File: config.mk
export PLATFORM = sky130hd
export DESIGN_NAME = fetch_stage_flat
export DESIGN_NICKNAME = d
export VERILOG_FILES = /design/src/rtl/fetch_stage_pkg.sv /design/src/rtl/fetch_stage_if.sv /design/src/rtl/fetch_stage_queue.sv /design/src/rtl/fetch_stage.sv /design/src/flat_wrapper.sv
export SDC_FILE = /design/constraint.sdc
export NUM_CORES = 1
export LEC_CHECK = 0
export ABC_AREA = 1
export CAP_MARGIN = 30
export CORE_MARGIN = 10
export CORE_UTILIZATION = 53
export DETAILED_ROUTE_END_ITERATION = 8
export GPL_ROUTABILITY_DRIVEN = 0
export GPL_TIMING_DRIVEN = 1
export PLACE_DENSITY = 0.81
export SLEW_MARGIN = 5
export SYNTH_ARGS = -nofsm -noshare
export SYNTH_HDL_FRONTEND = slang
export SYNTH_SLANG_ARGS = --single-unit
export TNS_END_PERCENT = 20
File: constraint.sdc
create_clock -name clk -period 3.8 [get_ports clk]
set_input_delay 0.95 -clock clk [delete_from_list [all_inputs] [get_ports clk]]
set_output_delay 0.95 -clock clk [all_outputs]
set_load 0.03 [all_outputs]
File: src/rtl/fetch_stage_pkg.sv
// Shared constants and types for the instruction-fetch front end.
// Optional feature macro used by fetch_stage: FETCH_PERF_EN.
package fetch_stage_pkg;
  localparam int          XLEN_DEF     = 32;
  localparam logic [31:0] RESET_PC_DEF = 32'h0000_0000;
  localparam int          INST_BYTES   = 4;
  localparam logic [31:0] NOP_INST     = 32'h0000_0013;

  typedef struct packed {
    logic [XLEN_DEF-1:0] pc;
    logic [XLEN_DEF-1:0] data;
  } fetch_entry_t;
endpackage

File: src/rtl/fetch_stage_if.sv
// Bundle of the memory, downstream and redirect signals of the fetch stage.
// master = the fetch stage itself, slave = its environment.
interface fetch_stage_if #(
  parameter int XLEN = 32
) ();
  logic            imem_req;
  logic [XLEN-1:0] imem_addr;
  logic            imem_rvalid;
  logic [XLEN-1:0] imem_rdata;
  logic            inst_valid;
  logic            inst_ready;
  logic [XLEN-1:0] inst_pc;
  logic [XLEN-1:0] inst_data;
  logic            redirect_valid;
  logic [XLEN-1:0] redirect_pc;

  modport master (
    output imem_req, imem_addr, inst_valid, inst_pc, inst_data,
    input  imem_rvalid, imem_rdata, inst_ready, redirect_valid, redirect_pc
  );

  modport slave (
    input  imem_req, imem_addr, inst_valid, inst_pc, inst_data,
    output imem_rvalid, imem_rdata, inst_ready, redirect_valid, redirect_pc
  );
endinterface

File: src/rtl/fetch_stage_queue.sv
// Circular buffer of fetched {pc, instruction} entries with push/pop/flush.
// Head is read straight from registered storage; DEPTH must be a power of two.
module fetch_queue #(
  parameter int DEPTH = 2,
  parameter int WIDTH = 64
) (
  input  logic                   clk,
  input  logic                   rst_n,
  input  logic                   flush_i,
  input  logic                   push_i,
  input  logic [WIDTH-1:0]       push_data_i,
  input  logic                   pop_i,
  output logic [$clog2(DEPTH):0] count_o,
  output logic                   head_valid_o,
  output logic [WIDTH-1:0]       head_data_o
);
  localparam int PTR_W = $clog2(DEPTH);

  logic [WIDTH-1:0] mem_q [DEPTH];
  logic [PTR_W-1:0] rd_ptr_q;
  logic [PTR_W-1:0] wr_ptr_q;
  logic [PTR_W:0]   count_q;
  logic [PTR_W:0]   count_d;
  logic             push_ok;
  logic             pop_ok;

  assign push_ok = push_i && !flush_i;
  assign pop_ok  = pop_i && !flush_i && (count_q != '0);

  always_comb begin
    count_d = count_q + {{PTR_W{1'b0}}, push_ok} - {{PTR_W{1'b0}}, pop_ok};
  end

  // Pointers wrap for free because DEPTH is a power of two.
  always_ff @(posedge clk or negedge rst_n) begin
    if (!rst_n) begin
      rd_ptr_q <= '0;
      wr_ptr_q <= '0;
      count_q  <= '0;
      for (int i = 0; i < DEPTH; i++) begin
        mem_q[i] <= '0;
      end
    end else if (flush_i) begin
      rd_ptr_q <= '0;
      wr_ptr_q <= '0;
      count_q  <= '0;
    end else begin
      if (push_ok) begin
        mem_q[wr_ptr_q] <= push_data_i;
        wr_ptr_q        <= wr_ptr_q + 1'b1;
      end
      if (pop_ok) begin
        rd_ptr_q <= rd_ptr_q + 1'b1;
      end
      count_q <= count_d;
    end
  end

  assign count_o      = count_q;
  assign head_valid_o = (count_q != '0);
  assign head_data_o  = mem_q[rd_ptr_q];
endmodule

File: src/rtl/fetch_stage.sv
// Instruction-fetch front end: PC, credit-based issue, epoch-tagged responses.
// Define FETCH_PERF_EN to add saturating stall/flush performance counters.
module fetch_stage
  import fetch_stage_pkg::*;
#(
  parameter int              XLEN        = XLEN_DEF,
  parameter logic [XLEN-1:0] RESET_PC    = XLEN'(RESET_PC_DEF),
  parameter int              QUEUE_DEPTH = 2
) (
  input  logic         clk,
  input  logic         reset,
`ifdef FETCH_PERF_EN
  output logic [31:0]  perf_stall_cycles,
  output logic [31:0]  perf_flushes,
`endif
  fetch_stage_if.master bus
);
  localparam int              CNT_W   = $clog2(QUEUE_DEPTH) + 1;
  localparam logic [CNT_W:0]  DEPTH_C = (CNT_W + 1)'(QUEUE_DEPTH);

  logic [XLEN-1:0]   fetch_pc_q;
  logic [XLEN-1:0]   fetch_pc_d;
  logic [XLEN-1:0]   inflight_pc_q;
  logic              inflight_q;
  logic              inflight_epoch_q;
  logic              epoch_q;
  logic              run_q;

  logic [CNT_W-1:0]  count;
  logic              head_valid;
  logic [2*XLEN-1:0] head_data;
  logic [CNT_W:0]    credit_used;
  logic              pop;
  logic              push;
  logic              issue;

  assign pop = head_valid && bus.inst_ready;

  // Slots already committed: buffered entries that stay plus the one in flight.
  always_comb begin
    credit_used = {1'b0, count} + {{CNT_W{1'b0}}, inflight_q} - {{CNT_W{1'b0}}, pop};
    issue       = run_q && !bus.redirect_valid && (credit_used < DEPTH_C);
    push        = bus.imem_rvalid && inflight_q && (inflight_epoch_q == epoch_q)
                  && !bus.redirect_valid;
    fetch_pc_d  = fetch_pc_q;
    if (bus.redirect_valid) begin
      fetch_pc_d = bus.redirect_pc & ~XLEN'(3);
    end else if (issue) begin
      fetch_pc_d = fetch_pc_q + XLEN'(INST_BYTES);
    end
  end

  // run_q keeps imem_req low while reset is asserted and for the release cycle.
  always_ff @(posedge clk or negedge reset) begin
    if (!reset) begin
      fetch_pc_q       <= RESET_PC;
      inflight_pc_q    <= '0;
      inflight_q       <= 1'b0;
      inflight_epoch_q <= 1'b0;
      epoch_q          <= 1'b0;
      run_q            <= 1'b0;
    end else begin
      run_q      <= 1'b1;
      fetch_pc_q <= fetch_pc_d;
      inflight_q <= issue;
      if (issue) begin
        inflight_pc_q    <= fetch_pc_q;
        inflight_epoch_q <= epoch_q;
      end
      if (bus.redirect_valid) begin
        epoch_q <= ~epoch_q;
      end
    end
  end

  fetch_queue #(
    .DEPTH (QUEUE_DEPTH),
    .WIDTH (2 * XLEN)
  ) u_queue (
    .clk          (clk),
    .rst_n        (reset),
    .flush_i      (bus.redirect_valid),
    .push_i       (push),
    .push_data_i  ({inflight_pc_q, bus.imem_rdata}),
    .pop_i        (pop),
    .count_o      (count),
    .head_valid_o (head_valid),
    .head_data_o  (head_data)
  );

  assign bus.imem_req   = issue;
  assign bus.imem_addr  = fetch_pc_q;
  assign bus.inst_valid = head_valid;
  assign bus.inst_pc    = head_data[2*XLEN-1:XLEN];
  assign bus.inst_data  = head_data[XLEN-1:0];

`ifdef FETCH_PERF_EN
  logic [31:0] stall_cnt_q;
  logic [31:0] flush_cnt_q;

  always_ff @(posedge clk or negedge reset) begin
    if (!reset) begin
      stall_cnt_q <= '0;
      flush_cnt_q <= '0;
    end else begin
      if (head_valid && !bus.inst_ready && (stall_cnt_q != 32'hFFFF_FFFF)) begin
        stall_cnt_q <= stall_cnt_q + 32'd1;
      end
      if (bus.redirect_valid && (flush_cnt_q != 32'hFFFF_FFFF)) begin
        flush_cnt_q <= flush_cnt_q + 32'd1;
      end
    end
  end

  assign perf_stall_cycles = stall_cnt_q;
  assign perf_flushes      = flush_cnt_q;
`endif
endmodule

File: src/flat_wrapper.sv
// flat-port wrapper written by rule: the top's interface ports become plain ports
module fetch_stage_flat import fetch_stage_pkg::*;
#(
  parameter int              XLEN        = XLEN_DEF,
  parameter logic [XLEN-1:0] RESET_PC    = XLEN'(RESET_PC_DEF),
  parameter int              QUEUE_DEPTH = 2
)
  (clk, reset, bus_imem_req, bus_imem_addr, bus_inst_valid, bus_inst_pc, bus_inst_data, bus_imem_rvalid, bus_imem_rdata, bus_inst_ready, bus_redirect_valid, bus_redirect_pc);
  fetch_stage_if #(.XLEN(XLEN)) bus_i ();
  input  logic clk;
  input  logic reset;
  output wire logic [$bits(bus_i.imem_req)-1:0] bus_imem_req;
  output wire logic [$bits(bus_i.imem_addr)-1:0] bus_imem_addr;
  output wire logic [$bits(bus_i.inst_valid)-1:0] bus_inst_valid;
  output wire logic [$bits(bus_i.inst_pc)-1:0] bus_inst_pc;
  output wire logic [$bits(bus_i.inst_data)-1:0] bus_inst_data;
  input wire logic [$bits(bus_i.imem_rvalid)-1:0] bus_imem_rvalid;
  input wire logic [$bits(bus_i.imem_rdata)-1:0] bus_imem_rdata;
  input wire logic [$bits(bus_i.inst_ready)-1:0] bus_inst_ready;
  input wire logic [$bits(bus_i.redirect_valid)-1:0] bus_redirect_valid;
  input wire logic [$bits(bus_i.redirect_pc)-1:0] bus_redirect_pc;
  assign bus_imem_req = bus_i.imem_req;
  assign bus_imem_addr = bus_i.imem_addr;
  assign bus_inst_valid = bus_i.inst_valid;
  assign bus_inst_pc = bus_i.inst_pc;
  assign bus_inst_data = bus_i.inst_data;
  assign bus_i.imem_rvalid = bus_imem_rvalid;
  assign bus_i.imem_rdata = bus_imem_rdata;
  assign bus_i.inst_ready = bus_inst_ready;
  assign bus_i.redirect_valid = bus_redirect_valid;
  assign bus_i.redirect_pc = bus_redirect_pc;
  fetch_stage #(.XLEN(XLEN), .RESET_PC(RESET_PC), .QUEUE_DEPTH(QUEUE_DEPTH)) u_core (.clk(clk), .reset(reset), .bus(bus_i));
endmodule
# Word level (Yosys, flattened, before mapping)
# Cells that the tools add are included.
totals:
  ff_bits: 200
  latch_bits: 0
  in_bits: 69
  wordCells: 56
  n_memories: 0
  output_inout_bits: 98
  rom_bits: 0
  ramBits: 0
classes:
  n_div: 0
  eq_ne: 1
  shift: 0
  n_bitwise: 4
  n_reduce_logical: 16
  order_cmp: 4
  add_sub_neg: 7
  n_mux: 13
  multipliers: 0
op_table:
  columns: ["operator", "count"]
  rows:
  - ["2-to-1 mux 64 bit", 4]
  - ["bitwise mux 128 bit", 1]
  - ["demux 64 bit (select 1 bit)", 1]
  - ["2-to-1 mux 32 bit", 2]
  - ["adder 32 x 3 -> 32 bit (second input constant)", 1]
  - ["logical AND 1 bit", 10]
  - ["nonzero test 2 bit", 4]
  - [">= comparator 2 bit (second input constant)", 2]
  - ["2-to-1 mux 1 bit", 4]
  - ["NOT 1 -> 2 bit", 2]
  - ["adder 2 x 1 -> 3 bit", 1]
  - ["less-than comparator 3 x 2 -> 1 bit (second input constant)", 1]
  - ["subtractor 3 x 1 -> 3 bit", 1]
  - ["adder 1 bit (second input constant)", 2]
  - ["adder 2 x 1 -> 2 bit", 1]
  - ["less-than comparator 2 x 1 -> 1 bit (second input constant)", 1]
  - ["2-to-1 mux 2 bit", 1]
  - ["NOT 1 bit", 2]
  - ["AND reduction 2 bit", 1]
  - ["subtractor 2 x 1 -> 2 bit", 1]
  - ["== test 1 bit", 1]
  - ["zero test 1 bit", 1]

# Longest topological paths before layout
# Gate-level depths: netlist of the first run.
logic_depth:
  ltp_word: 7
  ltp_mapped: 16
  mapped_depth_nobuf: 15

# Cells and area by module
# Synthesis of the first run repeated with hierarchy kept, for this count alone.
hier_totals:
  cells_unflattened: 1257
  hier_area_um2: 9754.4
modules_own_cells:
  columns: ["module", "area_per_inst_um2", "cells_each", "seq_area_each_um2", "n_inst"]
  rows:
  - ["fetch_queue", 6012.0, 714, 3303.2, 1]
  - ["fetch_stage", 3742.3, 543, 1601.5, 1]

# Least setup slack after synthesis of the first run
# OpenSTA, ideal clock, no wires.
synth_path:
  path_kind: "input-to-output"
  startpoint: "in bus_inst_ready"
  endpoint: "out bus_imem_req"
  path_stages: 10
  required_ns: 2.850
  setup_slack_ns: 0.105
  arrival_ns: 2.745
  cell_sequence: "nand2_1 -> inv_1 -> ha_1 -> or2_2 -> fa_1 -> nand2_1 -> nor2_1 -> nand2_2 -> inv_2 -> buf_2"
synth_between:
  elab_chain_len: 4
synth_lines:
  columns: ["element", "line", "rtl"]
  rows:
  - ["from (decl)", "flat_wrapper.sv:19", "input wire logic [$bits(bus_i.inst_ready)-1:0] bus_inst_ready;"]
  - ["logical AND 1 bit", "fetch_stage.sv:37", "assign pop = head_valid && bus.inst_ready;"]
  - ["subtractor 3 x 1 -> 3 bit", "fetch_stage.sv:41", "credit_used = {1'b0, count} + {{CNT_W{1'b0}}, inflight_q} - {{CNT_W{1'b0}}, pop};"]
  - ["less-than comparator 3 x 2 -> 1 bit", "fetch_stage.sv:42", "issue = run_q && !bus.redirect_valid && (credit_used < DEPTH_C);"]
  - ["logical AND 1 bit", "fetch_stage.sv:42", null]
  - ["to (decl)", "flat_wrapper.sv:12", "output wire logic [$bits(bus_i.imem_req)-1:0] bus_imem_req;"]
# Every way passes these cells.

# Final worst setup path of the first run
# Same ends and word-level chain as after synthesis.

==> impl_metrics.csv, run 1 <==
group,metric,value,unit
run_status,status,"complete, no violations",
die,die_h,151.8,um
placement,io_buffer_count,160,
placement,place_ws,-120.3,ps
synth,async_flop_share,1.000,
finish,layout-drive-gt1-share,0.05648,
critical_path,r2r-start,"u_core.u_queue.count_o[1]",
clock_tree,cts.clk_slew.worst_paths,70,ps
critical_path,crit_path_end_kind,"output port",
finish,multi_input_area,3543,um^2
synth,synthFlopType,"dfrtp_1",
power_and_ir_drop,power.leakage,5.845,nW
critical_path,cp_data_arrival_time,2760,ps
critical_path,required,2850,ps
hold_path,hold_path.class,"flip-flop to flip-flop",
clock_tree,clk_path_buf_depth,2,
timing,slew_violations,0,
hold_path,min_path_cells,1,
die,io_pins,167,
synth,postSynthCellCount,1212,
routing,drt_iter0_markers,644,
hold_path,hp-start,"u_core.epoch_q",
finish,layout_common_cells,"489 x nand2_1, 191 x dfrtp_1, 157 x clkdlybuf4s50_1, 134 x inv_1, 128 x o21ai_1",
finish,register_area,4806,um^2
clock_tree,cts_tree,"yes",
run,cap_violations,0,
global_routing,antenna_found_initial,0,
routing,firstDrtPassIters,5,
finish,n_antenna_cell,0,
die,core,17180,um^2
critical_path,crit_family,"adder cells",
routing,via_per_inst,5.031,
finish,finish.utilization,0.6763,
routing,drc_errors,0,
global_routing,grt_pass1_vias,7602,
routing,vias,8080,
finish,final_common_cell,"nand2_1",
synth,synth_cell_type_count,25,
finish,area_growth,26.24,%
hold_path,hold_end,"u_core.epoch_q",
timing,relSlewSlack,0.4998,
critical_path,slowest_delay,500,ps
timing,setup-tns-final,0,ps
critical_path,crit_chain,"dlygate4sd2_1 > nand2_1 > inv_1 > ha_1 > or2_4 > fa_1 > nand2_1 > nor2_1 > nand2_2 > inv_2 > buf_6",
routing,wl,22820,um
timing,finalCritPeriodShare,0.9774,
synth,ys_warn_count,0,
clock_tree,root_buffer,"clkbuf_16",
synth,synth.avg_cell_area,7.592,um^2
power_and_ir_drop,power.total,7.719,mW
timing,timing.fmax,269.2,MHz
timing,fin_crit,3714,ps
critical_path,regToRegEndpoint,"u_core.u_queue.count_o[1]",
critical_path,crit_path_frequent_cell,"nand2_1",
clock_tree,clock_latency,420,ps
synth,yosys_register_bits,192,
global_routing,grt_pass1_wl,37440,um
die,rows,48,
synth,netlist_area,9201,um^2
clock_tree,htreeDepth,4,
global_routing,grt_max_degree,125,
synth,yosysSeqAreaShare,0.5222,
timing,rsz0062_at_grt,"false",
clock_tree,numCtsBuffers,17,
die,start_util,0.5357,
power_and_ir_drop,vdd_drop_max,0.0003930,V
global_routing,gr-total-overflow,0,
routing,ant_nets,0,
clock_tree,numClockSinks,192,
die,dieArea,23030,um^2
power_and_ir_drop,p_per_area,664.5,nW/um^2
synth,synth_edf_count,0,
critical_path,crit_slowest_cell,"fa_1",
die,die_w,151.8,um
finish,fillCellCount,1463,
critical_path,reg2regPathDepth,25,
placement,hpwl,15470,um
critical_path,cp_max_fo,2,
critical_path,start_kind,"primary input",
timing,fin_skew,11.07,ps
finish,nets,1442,
global_routing,grt_usage,0.2007,
critical_path,worstSetupPathType,"primary input to output port",
critical_path,ff2ff_setup_slack,220,ps
routing,post_drt_wl_per_cell,14.21,um
critical_path,cp_num_buf_inv,4,
timing,finalSetupViolCount,0,
timing,worst_slack,85.76,ps
timing,finalHoldViolCount,0,
clock_tree,hold_buffers,0,
timing,tightest_slew,750.2,ps
[cell families after synthesis]
group / after synthesis / synth area share
AND/OR/NAND/NOR: 636 / 0.2747
buffers and inverters: 197 / 0.09423
flip-flops: 192 / 0.5222
AO/OA/AOI/OAI: 175 / 0.09573
XOR/XNOR: 5 / 0.004759
adder cells (fa/ha/maj): 5 / 0.007615
other: 2 / 0.0008162
[registers in the layout, indices dropped and copies added (netlist names)]
name and count:
u_core.u_queue.mem_q 124, u_core.bus.imem_addr 30, u_core.inflight_pc_q 30, u_core.u_queue.count_o 2, u_core.epoch_q 1, u_core.inflight_epoch_q 1
u_core.inflight_q 1, u_core.run_q 1, u_core.u_queue.rd_ptr_q 1, u_core.u_queue.wr_ptr_q 1
[stage by stage]
step | cell area (um^2) | instances | hold slack [ps]
2_1_floorplan | 9213 | 1215 | 453.0
6_report | 11620 | 1606 | 487.8
5_1_grt | 11620 | 1606 | 499.9
3_3_place_gp | 10930 | 1558 | 465.4
3_5_place_dp | 10930 | 1558 | 475.0
4_1_cts | 11620 | 1606 | 488.3
[layer usage]
metal  up-vias  share of wire  global-route usage
met5         -              0                   0
met4         0          0.015             0.06625
met3        25          0.077             0.04485
met2       272           0.46              0.3090
met1      3718           0.45              0.2755
li1       4065              -                   -
[worst max path at each step]
stage	from	endpoint	slack (ps)	cells past startpoint
floorplan	bus_inst_ready	bus_imem_req	100	10
global placement	bus_inst_ready	bus_imem_req	-90	11
detailed placement	bus_inst_ready	u_core.bus.imem_addr[25]	-120	14
CTS	bus_inst_ready	bus_imem_req	130	11
global route	bus_inst_ready	bus_imem_req	30	11
finish	bus_inst_ready	bus_imem_req	90	11
[layout make-up]
class | count | share of cell area
Inverter | 138 | 0.04459
Sequential cell | 192 | 0.4137
Clock buffer | 21 | 0.03964
Clock inverter | 11 | 0.008940
Multi-Input combinational cell | 826 | 0.3050
Timing Repair Buffer | 193 | 0.1638
Tap cell | 225 | 0.02424
[Yosys cell counts (4+ instances only)]
cell / count / area [um^2]
buf_1: 10 / 37.54
inv_1: 134 / 503.0
dfrtp_1: 192 / 4805
a21oi_1: 14 / 70.07
nand2_1: 489 / 1836
o21ai_0: 31 / 155.2
nand3_1: 68 / 340.3
o21ai_1: 128 / 640.6
clkbuf_1: 20 / 75.07
nor2_1: 71 / 266.5
buf_2: 12 / 60.06
ha_1: 4 / 50.05
xor2_1: 4 / 35.03
buf_4: 4 / 30.03
inv_2: 4 / 15.01
buf_6: 13 / 146.4
[power by group]
| group | internal (mW) | switching (mW) |
|---|---|---|
| logic | 1.19 | 1.82 |
| clock network | 0.944 | 0.756 |
| registers | 2.64 | 0.366 |
| total | 4.78 | 2.94 |
[repair_timing]
| action | in CTS | in global routing |
|---|---|---|
| buffers inserted | 16 | 0 |
| setup endpoints to repair | 1 | 0 |
| gates resized for setup | 3 | 0 |
Note: power is estimated with default switching activity, not from simulation.
==> inputs of run 2 (changes only) <==
Settings changed: CORE_MARGIN 10 to 2, CORE_UTILIZATION 53 to 57, PLACE_DENSITY 0.81 to 0.86, TNS_END_PERCENT 20 to 100.
Clock period 3.8 ns to 4.5 ns, I/O delays scaled along.
==> run 2 against run 1 <==
Die area decreased by 25%. Final area decreased by 0.89%. Utilization increased by 5.1 points. Global-route usage increased by 6.5 points. First-iteration DRC count decreased by 14%. Sequential power decreased by 15%. Total power decreased by 14%. Sequential share of layout area increased by 0.37 points. Cell count decreased by 1.7%. Critical path depth unchanged. Clock power decreased by 8%. Largest cell class unchanged. Highest routed layer unchanged.
==> impl_metrics.csv, run 2 (synthesis gave the netlist of run 1 again) <==
group,metric,value,unit
run_status,status,"complete, no violations",
power_and_ir_drop,vdd_drop_max,0.0003336,V
timing,rsz0062_at_grt,"false",
placement,io_buffer_count,160,
die,start_util,0.5813,
finish,area_growth,25.12,%
routing,firstDrtPassIters,5,
critical_path,cp_data_arrival_time,3210,ps
die,rows,46,
placement,dp_cells,1547,
power_and_ir_drop,power.leakage,5.787,nW
routing,via_per_inst,5.150,
global_routing,antenna_found_initial,0,
routing,ant_nets,0,
clock_tree,cts_tree,"yes",
finish,largest_register_ffs,124,
timing,finalCritPeriodShare,0.9624,
finish,final_common_cell,"nand2_1",
timing,relSlewSlack,0.4512,
die,core,15830,um^2
critical_path,crit_chain,"clkdlybuf4s50_1 > nand2_2 > inv_1 > ha_1 > or2_2 > fa_1 > nand2_1 > nor2_1 > nand2_2 > inv_2 > buf_4",
finish,n_antenna_cell,0,
critical_path,slowest_delay,490,ps
finish,layout_common_cells,"488 x nand2_1, 191 x dfrtp_1, 158 x clkdlybuf4s50_1, 134 x inv_1, 128 x o21ai_1",
timing,finalHoldViolCount,0,
timing,slew_violations,0,
timing,fin_crit,4331,ps
timing,setup-tns-final,0,ps
finish,layoutNonFillerInstCount,1579,
die,die_w,131.1,um
timing,fin_skew,8.045,ps
routing,post_drt_wl_per_cell,13.81,um
critical_path,crit_path_frequent_cell,"nand2_2",
die,die_h,131.1,um
routing,drc_errors,0,
finish,nets,1424,
power_and_ir_drop,p_per_area,575.3,nW/um^2
clock_tree,root_buffer,"clkbuf_16",
die,io_pins,167,
routing,vias,8132,
critical_path,start_kind,"primary input",
placement,place_ws,140.7,ps
clock_tree,numClockSinks,192,
hold_path,hold_path.class,"flip-flop to flip-flop",
timing,worst_slack,169.4,ps
critical_path,required,3380,ps
clock_tree,htreeDepth,4,
critical_path,worstSetupPathType,"primary input to output port",
critical_path,crit_family,"adder cells",
clock_tree,clock_latency,430,ps
global_routing,grt_pass1_wl,35820,um
clock_tree,numCtsBuffers,17,
placement,hpwl,14840,um
clock_tree,postCtsResizedCells,0,
timing,finalSetupViolCount,0,
finish,largest-register,"u_core.u_queue.mem_q",
run,cap_violations,0,
global_routing,gr-total-overflow,0,
clock_tree,hold_buffers,0,
clock_tree,cts.clk_slew.worst_paths,70,ps
critical_path,cp_num_buf_inv,4,
timing,timing.fmax,230.9,MHz
clock_tree,clk_path_buf_depth,2,
routing,wl,21810,um
global_routing,grt_pass1_vias,7515,
critical_path,crit_slowest_cell,"fa_1",
global_routing,grt_usage,0.2655,
critical_path,cp_max_fo,4,
die,dieArea,17180,um^2
timing,tightest_slew,823.2,ps
global_routing,grt_max_degree,105,
finish,layout-drive-gt1-share,0.04549,
routing,drt_iter0_markers,551,
critical_path,crit_path_end_kind,"output port",
clock_tree,postCtsSetupRepairBufs,0,
run 2: cell types whose count changed in the layout (fill, tap and decap cells not counted), sizes merged:
cell	previous run	this run
clkdlybuf4s50	157	158
dlygate4sd2	1	0
clkinvlp	2	1
buf	34	16
clkinv	5	4
bufinv	1	3
run 2: power by group:
group          internal (mW)  total [mW]  switching [mW]  leakage, nW
clock                  0.925        1.57           0.644        0.304
combinational          0.986        2.50            1.52         3.02
sequential              2.23        2.55           0.317         2.46
run 2: final cells by class:
type,count,area (um^2)
Fill cell,1219,4315
Clock inverter,11,151.4
Clock buffer,21,470.5
Tap cell,216,270.3
Inverter,138,518.0
Multi-Input combinational cell,826,3543
Timing Repair Buffer,175,1753
Sequential cell,192,4806
run 2: worst register-to-register path: stages, from the launching register on:
cell	delay (ps)
dfrtp_1	470
inv_1	110
nand2_1	80
nand2_2	110
inv_1	50
ha_1	260
or2_2	310
fa_1	440
nand2_1	80
nor2_1	50
nand2_2	100
buf_4	570
nand2_1	160
buf_4	190
inv_1	180
nand2_1	80
nand3_1	90
run 2: per-stage QoR:
stage	utilization	cell area [um^2]	hold slack (ps)	total power, mW
final	0.7274	11510	485.9	6.623
after global routing	0.7274	11510	510.8	7.044
after CTS	0.7272	11510	490.2	6.661
after detailed placement	0.6879	10890	473.2	5.079
after global placement	0.6879	10890	465.1	4.983
after floorplan	-	9213	453.0	4.061
run 2: final timing paths:
path | startpoint | endpoint | slack (ps) | depth (start not counted)
max | bus_inst_ready | bus_imem_req | 170 | 11
min | u_core.inflight_pc_q[12] | u_core.inflight_pc_q[12] | 490 | 2
max reg2reg | u_core.u_queue.count_o[1] | u_core.bus.imem_addr[10] | 1120 | 16
min reg2reg | u_core.inflight_pc_q[12] | u_core.inflight_pc_q[12] | 490 | 2
max in group asynchronous | reset | u_core.inflight_pc_q[24] | 2790 | 2
min in group asynchronous | reset | u_core.u_queue.mem_q[90] | 790 | 1
run 2: layer usage:
metal  track usage  wire [um]  part of all wire  vias up
met4       0.09512        437             0.020        0
met3       0.04748       1689             0.077       35
li1              -          -                 -     4023
met5             0          0                 0        -
met1        0.3679       9465              0.43     3754
met2        0.4252      10210              0.47      320
==> inputs of run 3 (changes only) <==
Settings changed: SLEW_MARGIN 5 to not set.
==> results of run 3 <==
The final DEF is identical to that of run 2; final timing and power are the same.
